### config.mk
export PLATFORM = sky130hd
export DESIGN_NAME = n64_audio_i2s_bridge
export DESIGN_NICKNAME = d
export VERILOG_FILES = /design/src/rtl/n64_audio_i2s_bridge.sv
export SDC_FILE = /design/constraint.sdc
export NUM_CORES = 1
export LEC_CHECK = 0
export ABC_AREA = 1
export BUFFER_PORTS_ARGS = -buffer_cell sky130_fd_sc_hd__buf_2
export CAP_MARGIN = 15
export CORE_MARGIN = 8
export CORE_UTILIZATION = 30
export CTS_CLUSTER_DIAMETER = 150
export CTS_CLUSTER_SIZE = 20
export DETAILED_ROUTE_END_ITERATION = 10
export PLACE_DENSITY = 0.52
export SLEW_MARGIN = 10
export SYNTH_ARGS = -nofsm -noshare
export SYNTH_HDL_FRONTEND = slang
export SYNTH_SLANG_ARGS = --single-unit
### constraint.sdc
create_clock -name AMCLK_i -period 1.8 [get_ports AMCLK_i]
set_clock_uncertainty 0.15 [all_clocks]
set_input_delay 0.36 -clock AMCLK_i [delete_from_list [all_inputs] [get_ports AMCLK_i]]
set_output_delay 0.36 -clock AMCLK_i [all_outputs]
set_load 0.05 [all_outputs]
### src/rtl/n64_audio_i2s_bridge.sv
// n64_audio_i2s_bridge: N64 AI serial audio to I2S, re-timed on AMCLK_i (256*fs)
//   AMCLK_i  : audio master clock, sole clock
//   nARST    : asynchronous active-low reset
//   ASCLK_i  : N64 bit clock (async), ASDATA_i: N64 data, ALRCLK_i: N64 word select (1 = left)
//   ASCLK_o  : I2S bit clock (AMCLK_i/4), ASDATA_o: I2S data, ALRCLK_o: I2S word select (0 = left)
module n64_audio_i2s_bridge (
  input  logic AMCLK_i,
  input  logic nARST,
  input  logic ASCLK_i,
  input  logic ASDATA_i,
  input  logic ALRCLK_i,
  output logic ASCLK_o,
  output logic ASDATA_o,
  output logic ALRCLK_o
);
  logic [2:0]  r_sclk, r_lr;
  logic [1:0]  r_sdat;
  logic [4:0]  r_in_cnt;
  logic [15:0] r_shift, r_left_hold;
  logic [31:0] r_pair, r_frame;
  logic [7:0]  r_c;
  logic        r_asclk, r_asdata, r_alrclk;
  logic        w_sclk_rise, w_lr_edge, w_bit;
  logic [15:0] w_word, w_out_word;
  logic [7:0]  w_c_nxt;
  logic [4:0]  w_s;
  logic [3:0]  w_idx;
  assign w_sclk_rise = r_sclk[1] & ~r_sclk[2];
  assign w_lr_edge   = r_lr[1] ^ r_lr[2];
  assign w_word      = {r_shift[14:0], r_sdat[1]};
  // Outputs are registered from the next count so each output equals its decode of r_c.
  assign w_c_nxt     = r_c + 8'd1;
  assign w_s         = w_c_nxt[6:2];
  assign w_out_word  = w_c_nxt[7] ? r_frame[15:0] : r_frame[31:16];
  // Bit index 16-s modulo 16: s=1..15 -> 15..1, s=16 -> 0.
  assign w_idx       = 4'd0 - w_s[3:0];
  assign w_bit       = (w_s != 5'd0 && w_s <= 5'd16) ? w_out_word[w_idx] : 1'b0;
  assign ASCLK_o     = r_asclk;
  assign ASDATA_o    = r_asdata;
  assign ALRCLK_o    = r_alrclk;
  always_ff @(posedge AMCLK_i or negedge nARST) begin
    if (!nARST) begin
      r_sclk      <= '0;
      r_lr        <= '0;
      r_sdat      <= '0;
      r_in_cnt    <= '0;
      r_shift     <= '0;
      r_left_hold <= '0;
      r_pair      <= '0;
      r_frame     <= '0;
      r_c         <= '0;
      r_asclk     <= 1'b0;
      r_asdata    <= 1'b0;
      r_alrclk    <= 1'b0;
    end else begin
      r_sclk <= {r_sclk[1:0], ASCLK_i};
      r_lr   <= {r_lr[1:0], ALRCLK_i};
      r_sdat <= {r_sdat[0], ASDATA_i};
      if (w_lr_edge) begin
        r_in_cnt <= '0;
        r_shift  <= '0;
      end else if (w_sclk_rise && r_in_cnt != 5'd17) begin
        r_in_cnt <= r_in_cnt + 5'd1;
        if (r_in_cnt != 5'd0) r_shift <= w_word;
        if (r_in_cnt == 5'd16) begin
          if (r_lr[1]) r_left_hold <= w_word;
          else r_pair <= {r_left_hold, w_word};
        end
      end
      r_c <= w_c_nxt;
      if (r_c == 8'hFF) r_frame <= r_pair;
      r_asclk  <= w_c_nxt[1];
      r_alrclk <= w_c_nxt[7];
      r_asdata <= w_bit;
    end
  end
endmodule

# After elaboration in Yosys (flattened, before gate mapping)
# Index checks and enable logic that the tools add are counted.
# totals
ff_bits	119
inputBits	5
output_inout_bits	3
wordCells	43
# op_classes
n_addsub	3
n_lt_le_gt_ge	2
eq_ne	3
n_mux	9
bitwise_logic	5
n_reduce_logical	9
# op_table
op	count
$mux W15	3
$mux W16	1
$mux W5	2
$reduce_bool A5 Y1	2
$add A8 B1 Y8 const B	1
$eq A8 B8 Y1 const B	1
$reduce_and A4 Y1	2
$add A5 B1 Y5 const B	1
$eq A5 B5 Y1 const B	1
$le A5 B5 Y1 const B	1
$lt A4 B5 Y1 const B	1
$ne A5 B5 Y1 const B	1
$bmux W1 S4	1
$reduce_bool A2 Y1	2
$sub A1 B4 Y4 const A	1
$not A1 Y1	3
$logic_and A1 B1 Y1	2
$mux W1	2
$reduce_and A2 Y1	1
$and A1 B1 Y1	1
$xor A1 B1 Y1	1

# Logic depth before layout (Yosys ltp)
# Gate-level depths: netlist of run 1.
# depth
ltp_word	5
mapped_depth	14
ltp_nobuf	13

# Worst setup path before layout of run 1
# OpenSTA, ideal clock, no wires.
# synth_path
kind	reg-to-reg
startpoint	register r_c[1]
endpoint	register r_asdata, in the netlist ASDATA_o
setup_ns	0.069
arrival_time_ns	2.049
required_ns	1.581
setup_slack_ns	-0.468
path_stages_with_launch	13
path_buffers	0
period_less_slack_ns	2.268
cell_sequence	dfrtp_1 nand2_1 nor2_4 xor2_1 inv_1 ha_1 inv_1 nand3_1 nand3_1 nand2_1 nand2_1 nand2_1 nor2_2
# synth_via
elab_chain_cells	5
word_cells_on_any_way	9
cone_classes	add/sub (2); order compare (1); mux (4); reduce/logical (2)
# synth_rtl
item	line	source
start: declaration	21	logic [7:0] r_c;
start signal: assignment	70	r_c <= w_c_nxt;
$add A8 B1 Y8 *	32	assign w_c_nxt = r_c + 8'd1;
via w_c_nxt[3]	25	logic [7:0] w_c_nxt;
$sub A1 B4 Y4	36	assign w_idx = 4'd0 - w_s[3:0];
$bmux W1 S4	37	assign w_bit = (w_s != 5'd0 && w_s <= 5'd16) ? w_out_word[w_idx] : 1'b0;
$mux W1 (implied by the code)	37	
$mux W1 *	37	
via w_bit	23	logic w_sclk_rise, w_lr_edge, w_bit;
end signal: assignment	74	r_asdata <= w_bit;
end: declaration	22	logic r_asclk, r_asdata, r_alrclk;
# The timed path passes the listed nets; every way through them passes the cells marked *. The select of a mux whose other input is x is not followed.
# A chain may end at the register's enable or synchronous reset.

# Worst setup path in the final report of run 1
# Ends and elaborated chain as after synthesis.

==> results of run 1 <==
## final cells by class
type / count / area (µm²) / area share
flip-flops and latches: 117 / 2930 / 0.459
clock inverters: 10 / 130 / 0.0204
multi-input cells: 302 / 1830 / 0.287
inverters: 57 / 216 / 0.0339
well taps: 216 / 270 / 0.0424
repair buffers: 48 / 534 / 0.0838
repair inverters: 1 / 7.51 / 0.00118
clock buffers: 21 / 460 / 0.0722
## through the flow
| step | utilization | cells | hold slack (ns) |
|---|---|---|---|
| floorplan | - | 496 | -0.0856 |
| global placement | 0.340 | 724 | 0.183 |
| detailed placement | 0.340 | 724 | 0.185 |
| CTS | 0.386 | 763 | 0.196 |
| global route | 0.403 | 772 | 0.215 |
| finish | 0.403 | 772 | 0.195 |
## worst max path at each step
stage / startpoint / to / slack, ns / depth (start not counted)
after floorplan: r_c[1] / ASDATA_o / -0.22 / 12
after global placement: r_c[1] / ASDATA_o / -0.12 / 13
after detailed placement: r_c[0] / ASDATA_o / -0.16 / 13
after CTS: r_c[0] / ASDATA_o / -0.13 / 12
after global routing: r_c[1] / ASDATA_o / -0.24 / 14
final: r_c[1] / ASDATA_o / -0.11 / 12
## layer usage
metal,share of wire,up-vias,global-route usage
li1,-,1706,-
met1,0.46,1709,0.132
met2,0.50,43,0.168
met3,0.032,8,0.0327
met4,0.010,0,0.0391
met5,0,-,0
## logic make-up after synthesis
family	Yosys count
xor gates and xnor gates	6
AOI/OAI and AO/OA	90
and+or+nand+nor	183
buffers and inverters	77
DFF	117
adders and majority gates	7
muxes	16
## cells in the final DEF, fill, tap and decap left out, types with 4 or more instances in the layout
cell type,Yosys,layout
dlygate4sd3_1,0,4
a21oi_1,21,19
inv_2,6,13
nor2_1,25,22
inv_1,50,42
buf_12,0,7
dfrtp_1,117,116
buf_2,6,6
o21ai_2,0,4
buf_4,0,24
nand3_2,1,6
o21ai_1,0,5
ha_1,7,4
mux2_2,16,16
nand3_1,56,49
nand2_2,2,7
nand2_1,89,83
o21ai_0,67,58
clkbuf_16,0,19
clkinv_2,0,5
## worst register-to-register path: cells and delay by family (launching register included)
family	cells	cell delay (ns)
buffers and inverters	2	0.14
adder cells (fa/ha/maj)	1	0.18
AND/OR/NAND/NOR	7	0.56
XOR/XNOR	2	0.39
flip-flops	1	0.39
## registers in the layout, indices dropped and copies added (netlist names)
| name | cells |
|---|---|
| r_frame | 32 |
| r_shift | 15 |
| r_in_cnt | 5 |
| r_sdat | 2 |
| r_c | 7 |
| r_sclk | 3 |
| ASDATA_o | 1 |
| ALRCLK_o | 1 |
| r_lr | 3 |
| r_pair | 32 |
| r_left_hold | 16 |
## where the power goes
group / switching (W) / internal (W) / leakage (nW)
combinational: 0.000142 / 0.0000748 / 1.07
clock: 0.00111 / 0.00223 / 0.288
sequential: 0.00000941 / 0.00265 / 1.60
## repair_timing
| item | CTS | global route |
|---|---|---|
| hold buffers | 4 | 0 |
| gates cloned | 2 | 4 |
| hold endpoints to repair | 32 | 0 |
| gates resized for setup | 5 | 53 |
| endpoints found under the setup margin | 17 | 80 |
| setup buffers | 2 | 5 |
| pin swaps | 2 | 17 |
==> metrics.txt, run 1 <==
status=finished with violations; failing checks=negative setup slack; pwr dens=974 nW/µm²; core footprint=15800 µm²; crit path launch type=flip-flop; CP arrival=between 2 and 2.5 ns; Ant. Diodes=0; main combinational cell family by area after synthesis=simple AND/OR/NAND/NOR gates; Max-Cap Viols=0; Antenna Nets Post-Route=0; vias in the first global route=3550; Crit path max-delay family=simple AND/OR/NAND/NOR gates; minimum clock period=1.91 ns; Crit Path Class=reg -> reg; Mapped Area=4850 µm²; clk_lat worst skew=0.40 ns; Leak=2.96 nW; Tightest Pin Transition=about 0.52 ns; layout cells sized above 1=0.263; Synth Area in Compound Gates=0.0936; final setup fails=1; Cell variety after synth=27; mux share of post-synthesis cell area=0.0371; Hold WC Path Type=reg -> reg; Max stage delay on crit path=~0.39 ns; DP Worst Slack=-0.164 ns; R2R setup slack=-0.11 ns; Initial DRT Pass Iterations=4; total track usage=0.106; Post-synth ARST share=1.00; crit-path cells=nand2_2 -> nor2_4 -> xor2_2 -> inv_2 -> ha_4 -> xor2_4 -> inv_2 -> nand3_1 -> nand2_1 -> nand2_1 -> nand2_1 -> nor2_2; Synth Area in Adders=0.0181; first-pass GRT wire length=17100 µm; setup tns final=-0.114 ns; Via-to-Cell Ratio=4.49; Initial Util=0.306; die height=143 µm; hpwl dp=6470 µm; Root Driver=clkbuf_16; CTS Buffer Depth=2; RR Endpoint=ASDATA_o; total grt overflow=0; Tcrit/Tclk final=1.06; DR WL/cell=13.6 µm; Final Hold Fails=0; Ys Warns=0; Synth top cells by count=117 x dfrtp_1, 89 x nand2_1, 67 x o21ai_0; drt drc=0; Worst IR Drop VDD=roughly 0.00057 V; post-synthesis sequential area ratio=0.604; DR iter-0 viols=201; CTS clk-pin slew, worst paths=0.05 ns; Hold Startpoint=r_lr[0]; R2R cell count=12; Syn Inst Count=just under 500; pin count of the biggest net entering global routing=65; worst hold path depth=0; top-count cell post-synth=dfrtp_1; WP buf/inv=2; Worst slew margin=0.652; CP Max Fanout=5; Synth Area in Simple Gates=0.171; Worst Slack Setup Final=-0.114 ns; clock buffer count from CTS=17; Max Slew Vio Count=0; syn nets=around 500; Total Power=0.00621 W; beginning of the worst register-to-register path=r_c[1]; area of the die=20500 µm²; std cell rows=46; number of flops mapped to enable cells by yosys=0; TritonCTS clock tree=done; # fillers=1496; design area=6380 µm²; top_reg_cell synth=dfrtp_1; I/O pins=8; CTS Sinks=117; Yosys reg bits=117; Slowest-stage cell, CP=dfrtp_2; routed vias=about 3500; synthesis-to-layout area growth=31.5%; Die X=143 µm; f_max=523 MHz; Yosys top cell by area=dfrtp_1; xor/xnor share of the synthesized area=0.0124; fin nets=roughly 560; Crit path required time=1.95 ns; drt total wl=10500 µm; post-synth top area share=0.604; IO Port Bufs=7; Worst setup EP type=flip-flop; Final GP Congestion=around 0.86; syn avg cell area=9.78 µm²; H-tree level count=4; leading post-synthesis cells by cell area=dfrtp_1 60%, o21ai_0 6.9%, nand2_1 6.9%, nand3_1 5.8%, inv_1 3.9%; Hold Path Sink=r_lr[1]; initial antenna violation count=0; Most common cell on crit path=nand2_1; unrepaired setup endpoints after global routing=true; Post-DP Area=5380 µm²
No activity file was read; power rests on OpenSTA's default activity.
==> run 2, diff against run 1 <==
--- a/config.mk
+++ b/config.mk
@@ -10,6 +10,7 @@
 export CAP_MARGIN = 15
 export CORE_MARGIN = 8
 export CORE_UTILIZATION = 30
+export CTS_BUF_LIST = sky130_fd_sc_hd__clkbuf_4 sky130_fd_sc_hd__clkbuf_8
 export CTS_CLUSTER_DIAMETER = 150
 export CTS_CLUSTER_SIZE = 20
 export DETAILED_ROUTE_END_ITERATION = 10
==> run 2 against run 1 <==
Compared with the run above:
- the run still ends with negative setup slack left
- die area did not move
- non-clock buffer count fell by 2
- via count fell by 0.98%
- first-iteration DRC count fell by 4.0%
- sequential power barely moved
- wire length fell by 2.9%
- critical path depth rose by 1
- setup slack got worse by 0.011 ns
- register-to-register slack barely moved
- clock power fell by 26%
- total power fell by 14%
- critical endpoint unchanged
- largest cell class unchanged
==> metrics.txt, run 2 (synthesis gave the netlist of run 1 again) <==
Crit Path Class=reg -> reg; routed vias=3432; Via-to-Cell Ratio=between 4 and 5; Initial DRT Pass Iterations=7; pin count of the biggest net entering global routing=65; crit path launch type=flip-flop; Leak=2.83 nW; layout cells sized above 1=0.255; Worst IR Drop VDD=0.000467 V; Crit path required time=1.98 ns; design area=between 6000 and 7000 µm²; Max-Cap Viols=0; drt total wl=10200 µm; TritonCTS clock tree=done; total track usage=0.104; CP Max Fanout=3; synthesis-to-layout area growth=26.2%; Worst Slack Setup Final=-0.125 ns; Tightest Pin Transition=around 0.51 ns; Initial Util=0.306; Slowest-stage cell, CP=dfrtp_2; status=finished with violations; pwr dens=between 800 and 900 nW/µm²; die height=between 100 and 150 µm; Root Driver=clkbuf_8; WP buf/inv=3; drt drc=0; f_max=519 MHz; # fillers=1519; CP arrival=~2.1 ns; minimum clock period=1.92 ns; Post-DP Area=5380 µm²; register area=2930 µm²; first-pass GRT wire length=16800 µm; core footprint=15800 µm²; Max stage delay on crit path=0.43 ns; final setup fails=1; CTS Buffer Depth=2; commonest non-fill, non-tap cell in the layout=dfrtp_1; Antenna Nets Post-Route=0; clock buffer count from CTS=17; Hold WC Path Type=reg -> reg; Die X=around 140 µm; multi-input combinational cell area=1790 µm²; area of the die=between 20000 and 25000 µm²; Final Hold Fails=0; commonest non-fill, non-tap cells in the layout=116 x dfrtp_1, 84 x nand2_1, 58 x o21ai_0; unrepaired setup endpoints after global routing=true; DP Worst Slack=-0.164 ns; Worst setup EP type=flip-flop; DR WL/cell=13.2 µm; Max Slew Vio Count=0; Tcrit/Tclk final=1.07; Final GP Congestion=0.858; vias in the first global route=3481; clk_lat worst skew=0.43 ns; CTS clk-pin slew, worst paths=0.07 ns; Crit path max-delay family=simple AND/OR/NAND/NOR gates; DR iter-0 viols=193; fin nets=554; Largest regs=r_frame: 32 flops, r_pair: 32 flops, r_left_hold: 16 flops; hpwl dp=6470 µm; Worst slew margin=0.663; failing checks=negative setup slack; std cell rows=46; Ant. Diodes=0; H-tree level count=4; IO Port Bufs=7; initial antenna violation count=0; I/O pins=8; crit-path cells=ha_4 -> nand2_2 -> inv_2 -> nor2_2 -> inv_2 -> ha_4 -> xor2_4 -> inv_2 -> nand3_1 -> nand2_1 -> nand2_1 -> nand2_1 -> nor2_2; CTS Sinks=around 120; total grt overflow=0
## run 2: worst paths after layout
| check | from | end | slack [ns] | depth (start not counted) |
|---|---|---|---|---|
| max | r_c[1] | ASDATA_o | -0.12 | 13 |
| min | r_lr[0] | r_lr[1] | 0.20 | 0 |
| max in group asynchronous | nARST | r_lr[2] | 0.67 | 3 |
| max reg2reg | r_c[1] | ASDATA_o | -0.12 | 13 |
| min in group asynchronous | nARST | r_pair[3] | 0.30 | 2 |
| min reg2reg | r_lr[0] | r_lr[1] | 0.20 | 0 |
## run 2: layout make-up
cell class              count  share of cell area
clock buffers              21              0.0452
clock inverters            10              0.0213
inverters                  57              0.0354
multi-input cells         302               0.292
flip-flops and latches    117               0.478
well taps                 216              0.0441
repair buffers             46              0.0820
repair inverters            1             0.00123
## run 2: power by group
| part | switching [W] | leakage [nW] | internal, W |
|---|---|---|---|
| Clock | 0.00101 | 0.208 | 0.00145 |
| Combinational | 0.000134 | 1.03 | 0.0000685 |
| Sequential | 0.00000905 | 1.60 | 0.00264 |
| Total | 0.00115 | 2.83 | 0.00416 |
## run 2: routing by layer
| layer | vias to the layer above | track usage | part of all wire |
|---|---|---|---|
| li1 | 1699 | - | - |
| met1 | 1680 | 0.130 | 0.48 |
| met5 | - | 0 | 0 |
| met2 | 40 | 0.161 | 0.48 |
| met4 | 0 | 0.0459 | 0.016 |
| met3 | 13 | 0.0337 | 0.028 |
## run 2: what timing repair did
item | 4_1_cts | 5_1_grt
hold endpoints to repair | 32 | 0
cloned | 2 | 3
pin swaps | 2 | 13
hold buffers | 4 | 0
resized for setup | 5 | 45
buffers inserted | 2 | 4
endpoints found under the setup margin | 17 | 72
## run 2: per-stage QoR
step	utilization	TNS (ns)	std cells	hold WS [ns]	total power [W]
after global placement	0.340	-0.458	724	0.183	0.00286
after CTS	0.374	-0.129	763	0.200	0.00536
after floorplan	-	-0.217	496	-0.0856	0.00275
after global routing	0.387	-0.347	770	0.219	0.00553
after detailed placement	0.340	-0.550	724	0.185	0.00286
final	0.387	-0.125	770	0.199	0.00532
## run 2: worst reg2reg max path: stages (launching register included)
cell     delay [ns]
dfrtp_2        0.43
ha_4           0.17
nand2_2        0.10
inv_2          0.05
nor2_2         0.13
inv_2          0.07
ha_4           0.18
xor2_4         0.19
inv_2          0.08
nand3_1        0.06
nand2_1        0.06
nand2_1        0.04
nand2_1        0.08
nor2_2         0.03
==> run 3, diff against run 2 <==
--- a/config.mk
+++ b/config.mk
@@ -14,7 +14,7 @@
 export CTS_CLUSTER_DIAMETER = 150
 export CTS_CLUSTER_SIZE = 20
 export DETAILED_ROUTE_END_ITERATION = 10
-export PLACE_DENSITY = 0.52
+export PLACE_DENSITY = 0.5
 export SLEW_MARGIN = 10
 export SYNTH_ARGS = -nofsm -noshare
 export SYNTH_HDL_FRONTEND = slang
==> constraint.sdc (replaced) <==
create_clock -name AMCLK_i -period 2 [get_ports AMCLK_i]
set_clock_uncertainty 0.15 [all_clocks]
set_input_delay 0.4 -clock AMCLK_i [delete_from_list [all_inputs] [get_ports AMCLK_i]]
set_output_delay 0.4 -clock AMCLK_i [all_outputs]
set_load 0.05 [all_outputs]
==> run 3 against run 2 <==
Compared with the run above:
- the run now ends clean
- register-to-register slack better by 0.19 ns
- first-iteration DRC count increased by 24%
- global-route usage barely moved
- sequential share of layout area rose by 2.2 points
- sequential cell count unchanged
- wire length fell by 4.9%
- clock power is 12% lower
- combinational power down 32%
- setup slack better by 0.19 ns
- critical path type unchanged
- highest routed layer unchanged
==> metrics.txt, run 3 (synthesis gave the netlist of run 1 again) <==
Ant. Diodes=0; grt met2 use=0.160; CTS clk-pin slew, worst paths=0.06 ns; hpwl dp=6470 µm; CP Max Fanout=5; Final GP Congestion=0.819; drt total wl=9690 µm; total track usage=0.105; drt drc=0; Tcrit/Tclk final=0.968; Worst IR Drop VDD=0.000678 V; TritonCTS clock tree=done; CTS Buffer Depth=2; fin nets=538; synthesis-to-layout area growth=20.7%; Antenna Nets Post-Route=0; vias in the first global route=roughly 3500; area of the die=20500 µm²; die height=between 100 and 150 µm; H-tree level count=4; clock buffer count from CTS=17; Total Power=0.00468 W; Tightest Pin Transition=0.440 ns; Max Slew Vio Count=0; f_max=a little over 500 MHz; Initial DRT Pass Iterations=4; minimum clock period=between 1.5 and 2 ns; register area=2930 µm²; M1 GR Usage=0.132; clk_lat worst skew=~0.42 ns; DR WL/cell=12.9 µm; Die X=143 µm; core footprint=between 15000 and 20000 µm²; Final Hold Fails=0; Leak=~2.7 nW; GRT Max-Usage Layer=met2; commonest non-fill, non-tap cell in the layout=dfrtp_1; Post-DP Area=5280 µm²; Crit path required time=2.17 ns; met3 Use GR=0.0401; first-pass GRT wire length=16800 µm; Crit Path Class=reg -> reg; Hold WC Path Type=reg -> reg; Largest regs=r_frame: 32 flops, r_pair: 32 flops, r_left_hold: 16 flops; pin count of the biggest net entering global routing=between 60 and 70; # fillers=1633; final setup fails=0; routed vias=around 3300; IO Port Bufs=7; CTS Sinks=117; initial antenna violation count=0; design area=a little under 6000 µm²; Root Driver=clkbuf_8; commonest non-fill, non-tap cells in the layout=116 x dfrtp_1, 82 x nand2_1, 67 x o21ai_0; DR iter-0 viols=239; CP arrival=2.10 ns; crit path launch type=flip-flop; unrepaired setup endpoints after global routing=true; Worst slew margin=0.707; I/O pins=8; Via-to-Cell Ratio=4.41; Worst setup EP type=flip-flop; Initial Util=0.306; pwr dens=about 800 nW/µm²; layout cells sized above 1=0.211; std cell rows=46; status=completed; Max-Cap Viols=0; total grt overflow=0; multi-input combinational cell area=1770 µm²
-- run 3: cell count changes in the layout (fill, tap and decap cells not counted), moves of 3 or more --
| cell | change |
|---|---|
| buf_12 | -3 |
| buf_4 | -9 |
| clkbuf_8 | +3 |
| clkinv_2 | -3 |
| clkinvlp_4 | -3 |
| inv_1 | +6 |
| inv_2 | -6 |
| o21ai_0 | +9 |
| o21ai_1 | -8 |
-- run 3: worst paths after layout --
path	slack, ns	to	depth (start not counted)	from
worst min register to register	0.20	r_sdat[1]	0	r_sdat[0]
worst max register to register	0.06	ASDATA_o	12	r_c[0]
min in group asynchronous	0.32	r_c[6]	2	nARST
worst max-delay path	0.06	ASDATA_o	12	r_c[0]
worst min-delay path	0.20	r_sdat[1]	0	r_sdat[0]
max in group asynchronous	0.83	r_pair[18]	3	nARST
-- run 3: stage by stage --
stage               hold WS [ns]  setup TNS [ns]  instances  setup slack (ns)  utilization
floorplan                -0.0456         -0.0173        496           -0.0173            -
global placement           0.181               0        715            0.0551        0.333
detailed placement         0.186               0        715            0.0183        0.333
global route               0.204         -0.0430        752           -0.0430        0.370
CTS                        0.202               0        748           0.00584        0.361
finish                     0.201               0        752            0.0641        0.370
-- run 3: critical path: stages (launching register included) --
cell     delay (ns)
dfrtp_1        0.41
inv_2          0.07
nor2_4         0.24
xor2_4         0.19
inv_2          0.06
ha_4           0.17
xor2_2         0.18
inv_1          0.09
nand3_1        0.06
nand2_1        0.07
nand2_1        0.05
nand2_1        0.08
nor2_2         0.03
-- run 3: layout make-up --
| type | instances | share of cell area |
|---|---|---|
| sequential | 117 | 0.500 |
| multi-input combinational | 303 | 0.302 |
| clock buffer | 25 | 0.0556 |
| timing repair buffer | 30 | 0.0474 |
| tap | 216 | 0.0462 |
| inverter | 57 | 0.0370 |
| clock inverter | 4 | 0.0120 |
-- run 3: metal layers --
metal  share of wire  up-vias
met3           0.032       11
met5               0        -
met4           0.017        0
met2            0.45       45
li1                -     1668
met1            0.50     1596
-- run 3: repair_timing --
item / in CTS / in global routing
endpoints found under the hold margin: 29 / 0
resized for setup: 0 / 25
setup endpoints to repair: 0 / 1
hold buffers: 4 / 0
buffers inserted: 0 / 3
-- run 3: report_power, final --
| group | switching, W | internal, W | total, W |
|---|---|---|---|
| Clock | 0.000866 | 0.00129 | 0.00216 |
| Combinational | 0.0000989 | 0.0000391 | 0.000138 |
| Sequential | 0.00000848 | 0.00238 | 0.00239 |
| Total | 0.000974 | 0.00371 | 0.00468 |
